[src/rtl/cmd_sequencer_controller.sv]
// Command sequencer: queues 32-bit command words, decodes them into one-cycle
// active-low write strobes, and runs a small run-control state machine.
//
// state     | meaning
// IDLE      | no run in progress, or waiting for a run command with ctl[3]=1
// ACTIVE    | run accepted, choosing between trigger-wait and immediate start
// TRIG_WAIT | waiting for control_trigger
// NO_WAIT   | start without a trigger
// CONT      | continuous run, timer enabled until a new command is loaded
// ONESHOT   | counting update_cycle_complete pulses down from rep
// HOLD      | one-shot finished; ctl[0] & control_trigger re-arms it
module cmd_sequencer_controller #(
  parameter int NUM_OF_DRIVERS = 16,
  parameter int FIFO_DEPTH     = 4
) (
  input  logic                          clock,
  input  logic                          reset_n,
  input  logic [31:0]                   cmd_data,
  input  logic                          cmd_valid,
  output logic                          cmd_ready,
  input  logic                          control_trigger,
  input  logic                          update_cycle_complete,
  output logic [NUM_OF_DRIVERS-1:0]     mem_write_n,
  output logic [NUM_OF_DRIVERS-1:0]     mem_dot_write_n,
  output logic [NUM_OF_DRIVERS-1:0]     mem_sel_write_n,
  output logic                          write_config_n,
  output logic [2:0]                    mask_select,
  output logic [6:0]                    mem_address,
  output logic [5:0]                    config_address,
  output logic [6:0]                    mem_sel_col_address,
  output logic [15:0]                   data_out,
  output logic                          timer_enable,
  output logic [3:0]                    run_state,
  output logic                          overflow,
  output logic [$clog2(FIFO_DEPTH):0]   fifo_level
);

  localparam int AW = $clog2(FIFO_DEPTH);

  typedef enum logic [3:0] {
    S_IDLE      = 4'd1,
    S_ACTIVE    = 4'd2,
    S_TRIG_WAIT = 4'd3,
    S_NO_WAIT   = 4'd4,
    S_CONT      = 4'd5,
    S_ONESHOT   = 4'd6,
    S_HOLD      = 4'd7
  } run_state_t;

  logic [31:0]               mem [FIFO_DEPTH];
  logic [AW-1:0]             wr_ptr;
  logic [AW-1:0]             rd_ptr;
  logic                      rdy_q;
  logic                      full;
  logic                      empty;
  logic                      push;
  logic                      pop;
  logic                      stall;
  logic [31:0]               head;
  logic [31:0]               cmd;
  logic                      cmd_vld;
  logic [NUM_OF_DRIVERS-1:0] sel_hot;

  run_state_t                state;
  logic                      run_mode;
  logic [3:0]                ctl;
  logic [15:0]               rep;
  logic [15:0]               count;

  assign full      = (fifo_level == (AW+1)'(FIFO_DEPTH));
  assign empty     = (fifo_level == '0);
  assign cmd_ready = rdy_q & ~full;
  assign push      = cmd_valid & cmd_ready;
  assign head      = mem[rd_ptr];
  assign run_state = state;

  // A run that has not yet reached CONT or HOLD owns the queue: later commands
  // stay queued so they cannot abort it before it has started or finished.
  assign stall = run_mode & ctl[3] & (state != S_CONT) & (state != S_HOLD);
  assign pop   = ~empty & ~stall;

  always_comb begin
    sel_hot = '0;
    for (int i = 0; i < NUM_OF_DRIVERS; i++)
      sel_hot[i] = (32'(cmd[29:26]) == i);
  end

  always_ff @(posedge clock) begin
    if (push)
      mem[wr_ptr] <= cmd_data;
  end

  always_ff @(posedge clock or negedge reset_n) begin
    if (!reset_n) begin
      wr_ptr     <= '0;
      rd_ptr     <= '0;
      fifo_level <= '0;
      rdy_q      <= 1'b0;
      overflow   <= 1'b0;
    end else begin
      rdy_q <= 1'b1;
      if (cmd_valid && rdy_q && full)
        overflow <= 1'b1;
      if (push)
        wr_ptr <= wr_ptr + AW'(1);
      if (pop)
        rd_ptr <= rd_ptr + AW'(1);
      case ({push, pop})
        2'b10:   fifo_level <= fifo_level + (AW+1)'(1);
        2'b01:   fifo_level <= fifo_level - (AW+1)'(1);
        default: fifo_level <= fifo_level;
      endcase
    end
  end

  always_ff @(posedge clock or negedge reset_n) begin
    if (!reset_n) begin
      cmd                 <= '0;
      cmd_vld             <= 1'b0;
      mem_write_n         <= '1;
      mem_dot_write_n     <= '1;
      mem_sel_write_n     <= '1;
      write_config_n      <= 1'b1;
      mask_select         <= '0;
      mem_address         <= '0;
      config_address      <= '0;
      mem_sel_col_address <= '0;
      data_out            <= '0;
    end else begin
      cmd_vld <= pop;
      if (pop)
        cmd <= head;
      mem_write_n     <= '1;
      mem_dot_write_n <= '1;
      mem_sel_write_n <= '1;
      write_config_n  <= 1'b1;
      // Address and data are registered with the strobe so they stay aligned
      // even when the next command is already sitting in cmd.
      if (cmd_vld && (cmd[31:30] != 2'b11)) begin
        mem_address         <= cmd[22:16];
        config_address      <= cmd[21:16];
        mem_sel_col_address <= cmd[14:8];
        data_out            <= cmd[15:0];
      end
      if (cmd_vld) begin
        case (cmd[31:30])
          2'b00: begin
            mem_write_n <= ~sel_hot;
            mask_select <= cmd[25:23];
          end
          2'b01: begin
            mem_dot_write_n <= ~sel_hot;
            mask_select     <= cmd[25:23];
          end
          2'b10: begin
            if (cmd[22])
              mem_sel_write_n <= ~sel_hot;
            else
              write_config_n <= 1'b0;
            mask_select <= '0;
          end
          default: ;
        endcase
      end
    end
  end

  always_ff @(posedge clock or negedge reset_n) begin
    if (!reset_n) begin
      state        <= S_IDLE;
      run_mode     <= 1'b0;
      ctl          <= '0;
      rep          <= '0;
      count        <= '0;
      timer_enable <= 1'b0;
    end else begin
      timer_enable <= (state == S_CONT) || (state == S_ONESHOT);
      if (pop) begin
        // Any newly loaded command restarts or aborts the run.
        state    <= S_IDLE;
        run_mode <= (head[31:30] == 2'b11);
        if (head[31:30] == 2'b11) begin
          ctl <= head[29:26];
          rep <= (head[15:0] == 16'd0) ? 16'd1 : head[15:0];
        end
      end else begin
        case (state)
          S_IDLE:
            if (run_mode && ctl[3])
              state <= S_ACTIVE;
          S_ACTIVE:
            state <= ctl[2] ? S_TRIG_WAIT : S_NO_WAIT;
          S_TRIG_WAIT:
            if (control_trigger) begin
              state <= ctl[1] ? S_CONT : S_ONESHOT;
              count <= rep;
            end
          S_NO_WAIT: begin
            state <= ctl[1] ? S_CONT : S_ONESHOT;
            count <= rep;
          end
          S_CONT:
            state <= S_CONT;
          S_ONESHOT:
            if (update_cycle_complete) begin
              if (count <= 16'd1) begin
                count <= '0;
                state <= S_HOLD;
              end else begin
                count <= count - 16'd1;
              end
            end
          S_HOLD:
            if (ctl[0] && control_trigger) begin
              state <= S_ONESHOT;
              count <= rep;
            end
          default:
            state <= S_IDLE;
        endcase
      end
    end
  end

endmodule

[config.mk]
export PLATFORM = sky130hd
export DESIGN_NAME = cmd_sequencer_controller
export DESIGN_NICKNAME = d
export VERILOG_FILES = /design/src/rtl/cmd_sequencer_controller.sv
export SDC_FILE = /design/constraint.sdc
export NUM_CORES = 1
export LEC_CHECK = 0
export CORE_MARGIN = 2
export CORE_UTILIZATION = 60
export DETAILED_ROUTE_END_ITERATION = 8
export GPL_TIMING_DRIVEN = 1
export PLACE_DENSITY = 0.83
export REMOVE_ABC_BUFFERS = 1
export SYNTH_ARGS = -nofsm -noshare
export SYNTH_HDL_FRONTEND = slang
export SYNTH_SLANG_ARGS = --single-unit
[constraint.sdc]
create_clock -name clock -period 4.8 [get_ports clock]
set_clock_uncertainty 0.1 [all_clocks]
set_input_delay 0.96 -clock clock [delete_from_list [all_inputs] [get_ports clock]]
set_output_delay 0.96 -clock clock [all_outputs]
set_load 0.03 [all_outputs]
# Word-level counts from Yosys, hierarchy flattened
# Memories as Yosys holds them, arrays and structs flattened.
# Cells that the tools add are included.
[word_totals] out_inout_bits=98 input_bits=37 memories=1 wordCells=126 ff_bits=172 ram_bits=128
[mem_list] name="mem" depth=4 word_bits=32 read_ports=1 rd_clocked_by_memory_dff=0 wr=1 line_no="50" text="logic [31:0] mem [FIFO_DEPTH];"
[classes] reduce_logical=18 muxes=29 magnitude_cmp=1 n_bitwise=11 addsub=5 n_eq_ne=39
[ops] cell="2-to-1 mux 16 bit" count=12
[ops] cell="case mux 16 bit (4 select lines)" count=1
[ops] cell="equality test 4 x 3 -> 1 bit, second input constant" count=8
[ops] cell="equality test 4 bit, second input constant" count=8
[ops] cell="case mux 4 bit (7 select lines)" count=1
[ops] cell="2-to-1 mux 4 bit" count=6
[ops] cell="equality test 4 x 2 -> 1 bit, second input constant" count=4
[ops] cell="<= comparator 16 x 1 -> 1 bit, second input constant" count=1
[ops] cell="zero test 16 bit" count=1
[ops] cell="inverter 16 bit" count=1
[ops] cell="subtractor 16 x 1 -> 16 bit, second input constant" count=1
[ops] cell="inequality test 3 bit, second input constant" count=4
[ops] cell="case mux 3 bit (2 select lines)" count=2
[ops] cell="AND reduction 5 bit" count=2
[ops] cell="equality test 4 x 1 -> 1 bit, second input constant" count=2
[ops] cell="inequality test 2 bit, second input constant" count=4
[ops] cell="inequality test 4 x 3 -> 1 bit, second input constant" count=2
[ops] cell="bitwise AND 1 bit" count=6
[ops] cell="equality test 2 bit, second input constant" count=3
[ops] cell="logical AND 1 bit" count=5
[ops] cell="2-to-1 mux 1 bit" count=5
[ops] cell="adder 2 x 1 -> 2 bit, second input constant" count=2
[ops] cell="equality test 2 x 1 -> 1 bit, second input constant" count=2
[ops] cell="zero test 4 bit" count=1
[ops] cell="other kinds (14)" count=19

# Longest topological paths before layout
# Gate-level depths: netlist (run 1).
[depth] depth_word=7 ltp_mapped=11 ltp_nobuf=10

# Worst setup path after synthesis (run 1)
# Ideal clock, no wire load.
[synth_timing] path_kind="register to register" startpoint="register state[2] (netlist: run_state[2])" endpoint="register fifo_level[2]" path_stages_with_launch=12 t_required_ns=4.620 setup_time_ns=0.080 t_arrival_ns=2.470 slack_ns=2.150 path_buffers=2 synth_period_minus_slack_ns=2.650 path_cell_list="dfrtp_1 > buf_2 > nand2_1 > a31o_2 > clkinv_1 > buf_1 > ha_1 > inv_1 > fa_1 > xor2_1 > nor2_1 > xor2_1"
[synth_between] elab_chain_cells=7 elab_cells_between_ends=10 cone_classes="eq/ne (4); mux (1); bitwise (4); reduce/logical (1)"
[synth_lines] element="from (decl)" line_no="64" text="run_state_t state;"
[synth_lines] element="from (signal assigned)" line_no="192" text="state <= ctl[2] ? S_TRIG_WAIT : S_NO_WAIT;"
[synth_lines] element="from (signal assigned)" line_no="195" text="state <= ctl[1] ? S_CONT : S_ONESHOT;"
[synth_lines] element="from (signal assigned)" line_no="199" text="state <= ctl[1] ? S_CONT : S_ONESHOT;"
[synth_lines] element="inequality test 4 x 3 -> 1 bit" line_no="79" text="assign stall = run_mode & ctl[3] & (state != S_CONT) & (state != S_HOLD);"
[synth_lines] element="bitwise AND 1 bit" line_no="79"
[synth_lines] element="bitwise AND 1 bit *" line_no="79"
[synth_lines] element="inverter 1 bit *" line_no="80" text="assign pop = ~empty & ~stall;"
[synth_lines] element="bitwise AND 1 bit *" line_no="80"
[synth_lines] element="named net pop" line_no="57" text="logic pop;"
[synth_lines] element="equality test 2 x 1 -> 1 bit or equality test 2 bit (tied branches)" line_no="108" text="case ({push, pop})"
[synth_lines] element="case mux 3 bit (2 select lines) or nonzero test 2 bit (tied branches)"
[synth_lines] element="to (signal assigned)" line_no="109" text="2'b10: fifo_level <= fifo_level + (AW+1)'(1);"
[synth_lines] element="to (signal assigned)" line_no="110" text="2'b01: fifo_level <= fifo_level - (AW+1)'(1);"
[synth_lines] element="to (signal assigned)" line_no="111" text="default: fifo_level <= fifo_level;"
[synth_lines] element="to (decl)" line_no="35" text="output logic [$clog2(FIFO_DEPTH):0] fifo_level"
# The timed path passes the listed nets; every way through them passes the cells marked *.
# A chain may end at the register's enable or synchronous reset.

# Worst setup path in the final report (run 1)
[layout_timing] startpoint="register state[0] (netlist: run_state[0])" endpoint="register rep[10]"
[layout_between] elab_chain_cells=6 elab_cells_between_ends=7 cone_classes="eq/ne (2); bitwise (4); reduce/logical (1)"
[layout_lines] element="inequality test 4 x 3 -> 1 bit" line_no="79"
[layout_lines] element="bitwise AND 1 bit" line_no="79"
[layout_lines] element="bitwise AND 1 bit *" line_no="79"
[layout_lines] element="inverter 1 bit *" line_no="80"
[layout_lines] element="bitwise AND 1 bit *" line_no="80"
[layout_lines] element="AND reduction 2 bit (no line) *"
[layout_lines] element="to (signal assigned)" line_no="184" text="rep <= (head[15:0] == 16'd0) ? 16'd1 : head[15:0];"
[layout_lines] element="to (decl)" line_no="67" text="logic [15:0] rep;"
# Every way passes the cells marked *; elsewhere a longest branch is shown, timed or not.

==> implementation parameters, run 1 <==
Parameter                              Value

Run status
  Outcome    finished clean

Global route
  Overall overflow remaining after global route    0
  Overall track demand over capacity in global routing    24.4%
  Wire length of the first global-routing pass    37.6 mm
  Antenna violations before repair    0
  Via count of the first global-routing pass    between 7000 and 8000
  Maximum number of pins on one net before global-route repair    slightly below 80

Power and ir drop
  Leakage power total    ~5.3 nW
  Peak supply drop    0.000413 V
  Power density over the cells    about 660 nW/um2

Finish
  Area added between synthesis and finish    20.5%
  Area used by multi-input combinational logic    between 2000 and 3000 um2
  Sequential standard cell area    between 7000 and 8000 um2
  Layout cell share with drive strength beyond 1    roughly 17%
  Net total in the final layout    slightly below 1000
  Number of diodes added for antenna fixing    0
  Final Cell Area    roughly 13000 um2
  Number of fillers in the final layout    roughly 1100
  Most common library cell in the layout ignoring fill and taps    nand2_1
  Share of the core filled with cells    about three quarters
  Commonest cells after routing, fill and taps aside    239 x nand2_1, 132 x clkdlybuf4s50_1, 128 x edfxtp_1

Run
  Max-cap violations    0

Logic synthesis
  Post-synth EDFFs    between 100 and 150
  Avg Cell Area, Syn    ~14 um2
  Xor-xnor portion of the synthesized cell area    less than 1%
  Synthesized-area fraction occupied by ao, oa, aoi and oai cells    ~4.2%
  Adder and majority gate portion of the synthesized area    less than 1%
  Flip-flop and latch count after synthesis    between 200 and 300
  Async set or reset register ratio after synthesis    between 50 and 60%
  Cells after Synth    815
  Total of warnings raised by yosys    0
  Area of the mapped netlist    roughly 11000 um2
  Portion of netlist area occupied by mux cells    under 10%
  Top flip-flop cell by instance count after synthesis    edfxtp_1
  Number of distinct library cells after synthesis    51
  Basic-gate share of the synthesized area counting and, or, nand and nor cells    between 10% and 20%
  Largest family of logic cells by synthesized area    simple AND/OR/NAND/NOR gates
  Portion of the post-synthesis area used by sequential elements    70.3%

Timing
  Final period demand of the worst path    roughly 3.3 ns
  Setup repair after global routing missed its margin    no
  Slew @ Worst Pin    approximately 1.1 ns
  Period Utilization, post-route    roughly two thirds
  Final count of pins violating max slew    0
  Total setup violations reported at the end of the flow    0
  Maximum frequency from static timing analysis    about 0.31 GHz
  Fin Setup TNS    0 ns
  Rel. slew slack    26.3%
  Fin. Hold Viols    0

Placement
  Port-buffer cells    around 130
  Routability-driven placement congestion ratio    0.845
  Post-detail-place hpwl    approximately 15 mm
  Post-place instance area    roughly 13000 um2

Floorplanning
  Die area    about 20000 um2
  Height of the die    ~140 um
  Horiz. Die Dim    between 100 and 150 um
  Core Rows    approximately 50
  Count of boundary I/O pins    between 100 and 150
  Core area    approximately 18000 um2
  Effective utilization at floorplan    between 60% and 70%

Clock tree
  CTS tree    done
  Clock transition at path regs    around 0.060 ns
  Clock latency of the later-clocked register in the worst-skew pair    around 0.54 ns
  Number of H-tree branching levels    1
  Post-CTS Repair Setup Buffers    0
  CTS Buffer Depth    3
  Number of clock buffers inserted by TritonCTS    28
  Number of resized instances in the post-cts repair step    0
  Cell at the root of the clock tree    clkbuf_16
  Num Clock Sinks    between 200 and 300
  Hold-fix buffers, CTS    0

Drt
  Count of vias placed by the detailed router    slightly below 7000
  First-iteration detailed-routing DRC count    approximately 380
  Initial DRT Pass Iterations    5
  Detailed-route wire length per cell    approximately 20 um
  DR vias/cell    approximately 5.8
  Count of unresolved DRC violations after routing    0
  Drt total wl    about 24 mm
  Number of nets still failing antenna checks after routing    0

Worst setup path
  Kind of launch point of the worst setup path    flop
  Cells along the critical path    nand2_1 -> a31o_2 -> clkinv_1 -> buf_4 -> nand3_1 -> mux2_1
  Master of the slowest instance on the critical path    nand3_1
  CP top delay family    simple AND/OR/NAND/NOR gates
  Max Fanout on Critical Path    35
  Critical path required time    between 5 and 6 ns
  Data arrival, critical path    between 3 and 4 ns
  Worst setup EP type    flop
  Kind of critical path    reg2reg
  WP buf/inv    2
  Largest stage delay on the critical path    roughly 0.9 ns

Worst hold path
  Type of the worst min-delay path    in2async
-- layer usage --
layer / GRT usage (%) / wire length (um) / share of wire, %
met5: 0 / 0 / 0
met4: 7.68 / 588 / 2.5
met3: 3.76 / 1580 / 6.7
met2: 43.5 / 12400 / 52
met1: 31.1 / 9190 / 39
-- Yosys cell counts (5+ instances only) --
cell type	n	area, um2
xnor2_1	5	43.8
nor2_1	23	86.3
mux2_2	19	214
mux4_2	32	721
o2bb2ai_1	6	52.6
dfrtp_1	108	2700
clkbuf_1	23	86.3
a21oi_1	9	45.0
nor3_1	12	60.1
nand3_1	5	25.0
nor4_1	8	50.1
and3_1	5	31.3
and2_1	7	43.8
a32oi_1	8	70.1
ha_1	7	87.6
o21ai_0	14	70.1
buf_2	8	40.0
a22o_1	5	43.8
nand2b_1	5	31.3
inv_1	19	71.3
edfxtp_1	128	3840
o22ai_1	6	37.5
dfstp_2	50	1310
nand2_1	239	897
buf_4	17	128
-- layout make-up --
type	instances	area share, %
tap	229	2.13
multi-input combinational	457	21.9
clock buffer	40	6.18
timing repair buffer	141	10.3
clock inverter	12	0.520
inverter	20	0.557
sequential	286	58.3
-- power by group --
group	leakage, nW	total [mW]	internal, mW	switching [mW]
clock	0.457	2.10	1.21	0.889
combinational	1.85	3.09	1.24	1.85
sequential	2.98	3.66	3.20	0.454
-- cell families after synthesis --
group	after synthesis
AO/OA/AOI/OAI	67
XOR/XNOR	7
adder cells (fa/ha/maj)	8
buffers and inverters	72
flip-flops	286
multiplexers	52
other	2
AND/OR/NAND/NOR	321
-- registers in the layout (all words and copies together), names as in the netlist, 6 cells and up --
name	count
rep	16
cmd	32
mem_sel_write_n	16
mem_write_n	16
count	16
mem_address	7
mem_dot_write_n	16
data_out	10
mem_sel_col_address	6
mem	128
-- stage by stage --
stage	hold slack, ns	instances	power (mW)	worst slack (ns)
final	0.354	1185	8.84	1.54
after global routing	0.395	1185	9.28	1.40
after CTS	0.376	1185	8.90	1.55
after detailed placement	0.353	1133	6.76	1.48
after global placement	0.350	1133	6.61	1.64
after floorplan	0.339	763	5.58	1.46
-- worst paths after layout --
path	from	to	slack, ns	cells after the start
max	run_state[0]$_DFFE_PN1P_	rep[10]$_DFFE_PN0P_	1.54	6
min	reset_n	timer_enable$_DFF_PN0_	0.35	1
max reg2reg	run_state[0]$_DFFE_PN1P_	rep[10]$_DFFE_PN0P_	1.54	6
min reg2reg	cmd[21]$_DFFE_PN0P_	mem_address[5]$_DFFE_PN0P_	0.37	2
max in group asynchronous	reset_n	mem_sel_write_n[15]$_DFF_PN1_	3.22	2
min in group clock	cmd[21]$_DFFE_PN0P_	mem_address[5]$_DFFE_PN0P_	0.37	2
-- worst register-to-register path, cell delays in order, from the launching register on --
cell	delay (ns)
dfstp_2	0.69
nand2_1	0.09
a31o_2	0.26
clkinv_1	0.08
buf_4	0.40
nand3_1	0.89
mux2_1	0.63
Note: power is estimated with default switching activity, not from simulation.
==> run 2: changes to the inputs <==
--- a/config.mk
+++ b/config.mk
@@ -6,10 +6,10 @@
 export NUM_CORES = 1
 export LEC_CHECK = 0
 export CORE_MARGIN = 2
-export CORE_UTILIZATION = 60
+export CORE_UTILIZATION = 55
 export DETAILED_ROUTE_END_ITERATION = 8
 export GPL_TIMING_DRIVEN = 1
-export PLACE_DENSITY = 0.83
+export PLACE_DENSITY = 0.77
 export REMOVE_ABC_BUFFERS = 1
 export SYNTH_ARGS = -nofsm -noshare
 export SYNTH_HDL_FRONTEND = slang
==> constraint.sdc (replaced) <==
create_clock -name clock -period 3.3 [get_ports clock]
set_clock_uncertainty 0.1 [all_clocks]
set_input_delay 0.66 -clock clock [delete_from_list [all_inputs] [get_ports clock]]
set_output_delay 0.66 -clock clock [all_outputs]
set_load 0.03 [all_outputs]
==> implementation parameters, run 2 (synthesis gave the netlist of run 1 again) <==
Parameter                              Value

Timing
  Period Utilization, post-route    between 80% and 90%
  Setup repair after global routing missed its margin    no
  Rel. slew slack    25.7% (-0.58 points)
  Slew @ Worst Pin    1.11 ns (+0.00908 ns)
  Total setup violations reported at the end of the flow    0 (unchanged)
  Fin. Hold Viols    0 (unchanged)
  Final period demand of the worst path    approximately 2.8 ns
  Fin Setup TNS    0 ns (unchanged)
  Worst Hold Margin    0.0691 ns (-0.285 ns)
  Maximum frequency from static timing analysis    0.360 GHz
  Final count of pins violating max slew    0 (unchanged)

Floorplanning
  Height of the die    147 um (+4.3%)
  Count of boundary I/O pins    135 (unchanged)
  Horiz. Die Dim    147 um (+4.3%)
  Core area    20100 um2 (+11%)
  Core Rows    52 (+6.1%)
  Effective utilization at floorplan    55.6% (-6.0 points)
  Die area    21500 um2 (+8.8%)

Clock tree
  Number of clock buffers inserted by TritonCTS    28 (unchanged)
  Clock transition at path regs    0.06 ns (about the same)
  Clock latency of the later-clocked register in the worst-skew pair    0.53 ns (about the same)
  Hold-fix buffers, CTS    0 (unchanged)
  CTS tree    done
  CTS Buffer Depth    3 (unchanged)
  Number of resized instances in the post-cts repair step    0 (unchanged)
  Cell at the root of the clock tree    clkbuf_16
  Post-CTS Repair Setup Buffers    0 (unchanged)
  Number of H-tree branching levels    1 (unchanged)
  Num Clock Sinks    286 (unchanged)

Worst setup path
  Data arrival, critical path    2.02 ns (-1.56 ns)
  Worst setup EP type    primary output
  Critical path required time    2.54 ns (-2.58 ns)
  Kind of launch point of the worst setup path    flop
  CP top delay family    buffers and inverters
  Largest stage delay on the critical path    0.68 ns (-0.20 ns)
  Cells along the critical path    inv_1 -> and3_1 -> nor2b_1 -> clkdlybuf4s50_1
  Master of the slowest instance on the critical path    clkdlybuf4s50_1
  WP buf/inv    2 (unchanged)
  Max Fanout on Critical Path    4 (-89%)
  Kind of critical path    reg2out

Run status
  Outcome    finished clean

Global route
  Overall overflow remaining after global route    0 (unchanged)
  Overall track demand over capacity in global routing    22.3% (-2.1 points)
  Antenna violations before repair    0 (unchanged)
  Via count of the first global-routing pass    7028 (-0.93%)
  Wire length of the first global-routing pass    37.6 mm (-0.13%)
  Maximum number of pins on one net before global-route repair    85 (+7.6%)

Drt
  Initial DRT Pass Iterations    5 (unchanged)
  First-iteration detailed-routing DRC count    480 (+27%)
  Detailed-route wire length per cell    18.7 um (-6.7%)
  Drt total wl    23.1 mm (-2.6%)
  DR vias/cell    5.49 (-5.2%)
  Number of nets still failing antenna checks after routing    0 (unchanged)
  Count of unresolved DRC violations after routing    0 (unchanged)
  Count of vias placed by the detailed router    6795 (-0.99%)

Finish
  Max FFs per register    128 (unchanged)
  Registers with the highest flip-flop counts    mem: 128 flops, cmd: 32 flops
  Most common library cell in the layout ignoring fill and taps    nand2_1
  Commonest cells after routing, fill and taps aside    239 x nand2_1, 132 x clkdlybuf4s50_1, 128 x edfxtp_1
  Most flop-heavy register    mem
  Area added between synthesis and finish    23.9%
  Net total in the final layout    991 (+1.2%)
  Layout cell share with drive strength beyond 1    18.2% (+0.92 points)
  Number of diodes added for antenna fixing    0 (unchanged)
  Count of non-filler cells in the finished layout    1238 (+4.5%)
  Final Cell Area    13800 um2 (+2.8%)

Power and ir drop
  Power density over the cells    973 nW/um2 (+48%)
  Peak supply drop    0.000700 V (+69%)
  Net switching power    4.63 mW (+45%)
  Combinational fraction of design power    33.5% (-1.5 points)
  Sequential share of power    39.6% (-1.7 points)
  Sw Share    34.4% (-1.7 points)
  Cell-internal power    8.85 mW (+57%)
  Power share of the clock group    26.9% (+3.2 points)
  Leakage power total    5.44 nW (+2.9%)

Placement
  Port-buffer cells    133 (unchanged)
  Post-detail-place hpwl    14.9 mm (+0.46%)
  Routability-driven placement congestion ratio    0.846 (+0.15%)
  Post-place instance area    12800 um2 (+1.5%)
  Placed cells    1186 (+4.7%)

Worst hold path
  Type of the worst min-delay path    in2async

Run
  Max-cap violations    0 (unchanged)
==> run 2: cell count changes in the layout (fill, tap and decap cells not counted), sizes merged <==
cell | before | now
inv | 19 | 20
buf | 9 | 21
clkinv | 13 | 4
clkbuf | 40 | 41
bufinv | 0 | 7
==> run 2: area by class of cell <==
type | instances | area [um2]
clock buffers | 41 | 851
clock inverters | 11 | 235
fillers | 1357 | 6250
inverters | 20 | 75.1
multi-input cells | 457 | 2960
flip-flops and latches | 286 | 7860
well taps | 270 | 338
repair buffers | 153 | 1530
==> run 2: metrics by stage <==
step	total power, mW	setup slack (ns)	utilization (%)
finish	13.5	0.524	68.9
global placement	9.78	0.701	63.5
floorplan	8.11	-0.0437	-
detailed placement	9.92	0.683	63.5
CTS	13.6	0.502	68.9
global route	14.2	0.412	68.9
==> run 2: worst reg2reg max path: stages (launching register included) <==
cell and delay (ns):
dfrtp_1 0.42, nor3_1 0.34, a31o_2 0.44, buf_4 0.39
and3_1 0.44, o21ai_0 0.15, a22o_1 0.26
==> run 2: power by group through the flow <==
stage / sequential (mW) / clock (mW) / combinational, mW
after floorplan: 5.91 / 0 / 2.21
after global placement: 5.36 / 0 / 4.42
after detailed placement: 5.40 / 0 / 4.53
after CTS: 5.35 / 3.67 / 4.57
after global routing: 5.45 / 3.83 / 4.91
final: 5.34 / 3.62 / 4.51
==> run 2: final timing paths <==
check / start / endpoint / slack [ns] / cells after the start
worst max-delay path: fifo_level[0]$_DFFE_PN0P_ / cmd_ready / 0.52 / 4
worst min-delay path: reset_n / fifo_level[0]$_DFFE_PN0P_ / 0.07 / 1
worst max register to register: fifo_level[2]$_DFFE_PN0P_ / count[14]$_DFFE_PN0P_ / 0.66 / 6
worst min register to register: cmd[8]$_DFFE_PN0P_ / mem_sel_col_address[0]$_DFFE_PN0P_ / 0.37 / 2
max in group asynchronous: reset_n / cmd[21]$_DFFE_PN0P_ / 2.25 / 2
min in group clock: cmd[8]$_DFFE_PN0P_ / mem_sel_col_address[0]$_DFFE_PN0P_ / 0.37 / 2
==> run 2: per-layer routing <==
metal | up-vias | track usage (%) | part of all wire (%)
met4 | 0 | 6.84 | 2.4
met3 | 34 | 3.34 | 5.6
met5 | - | 0 | 0
li1 | 3114 | - | -
met2 | 242 | 38.6 | 51
met1 | 3405 | 29.7 | 41
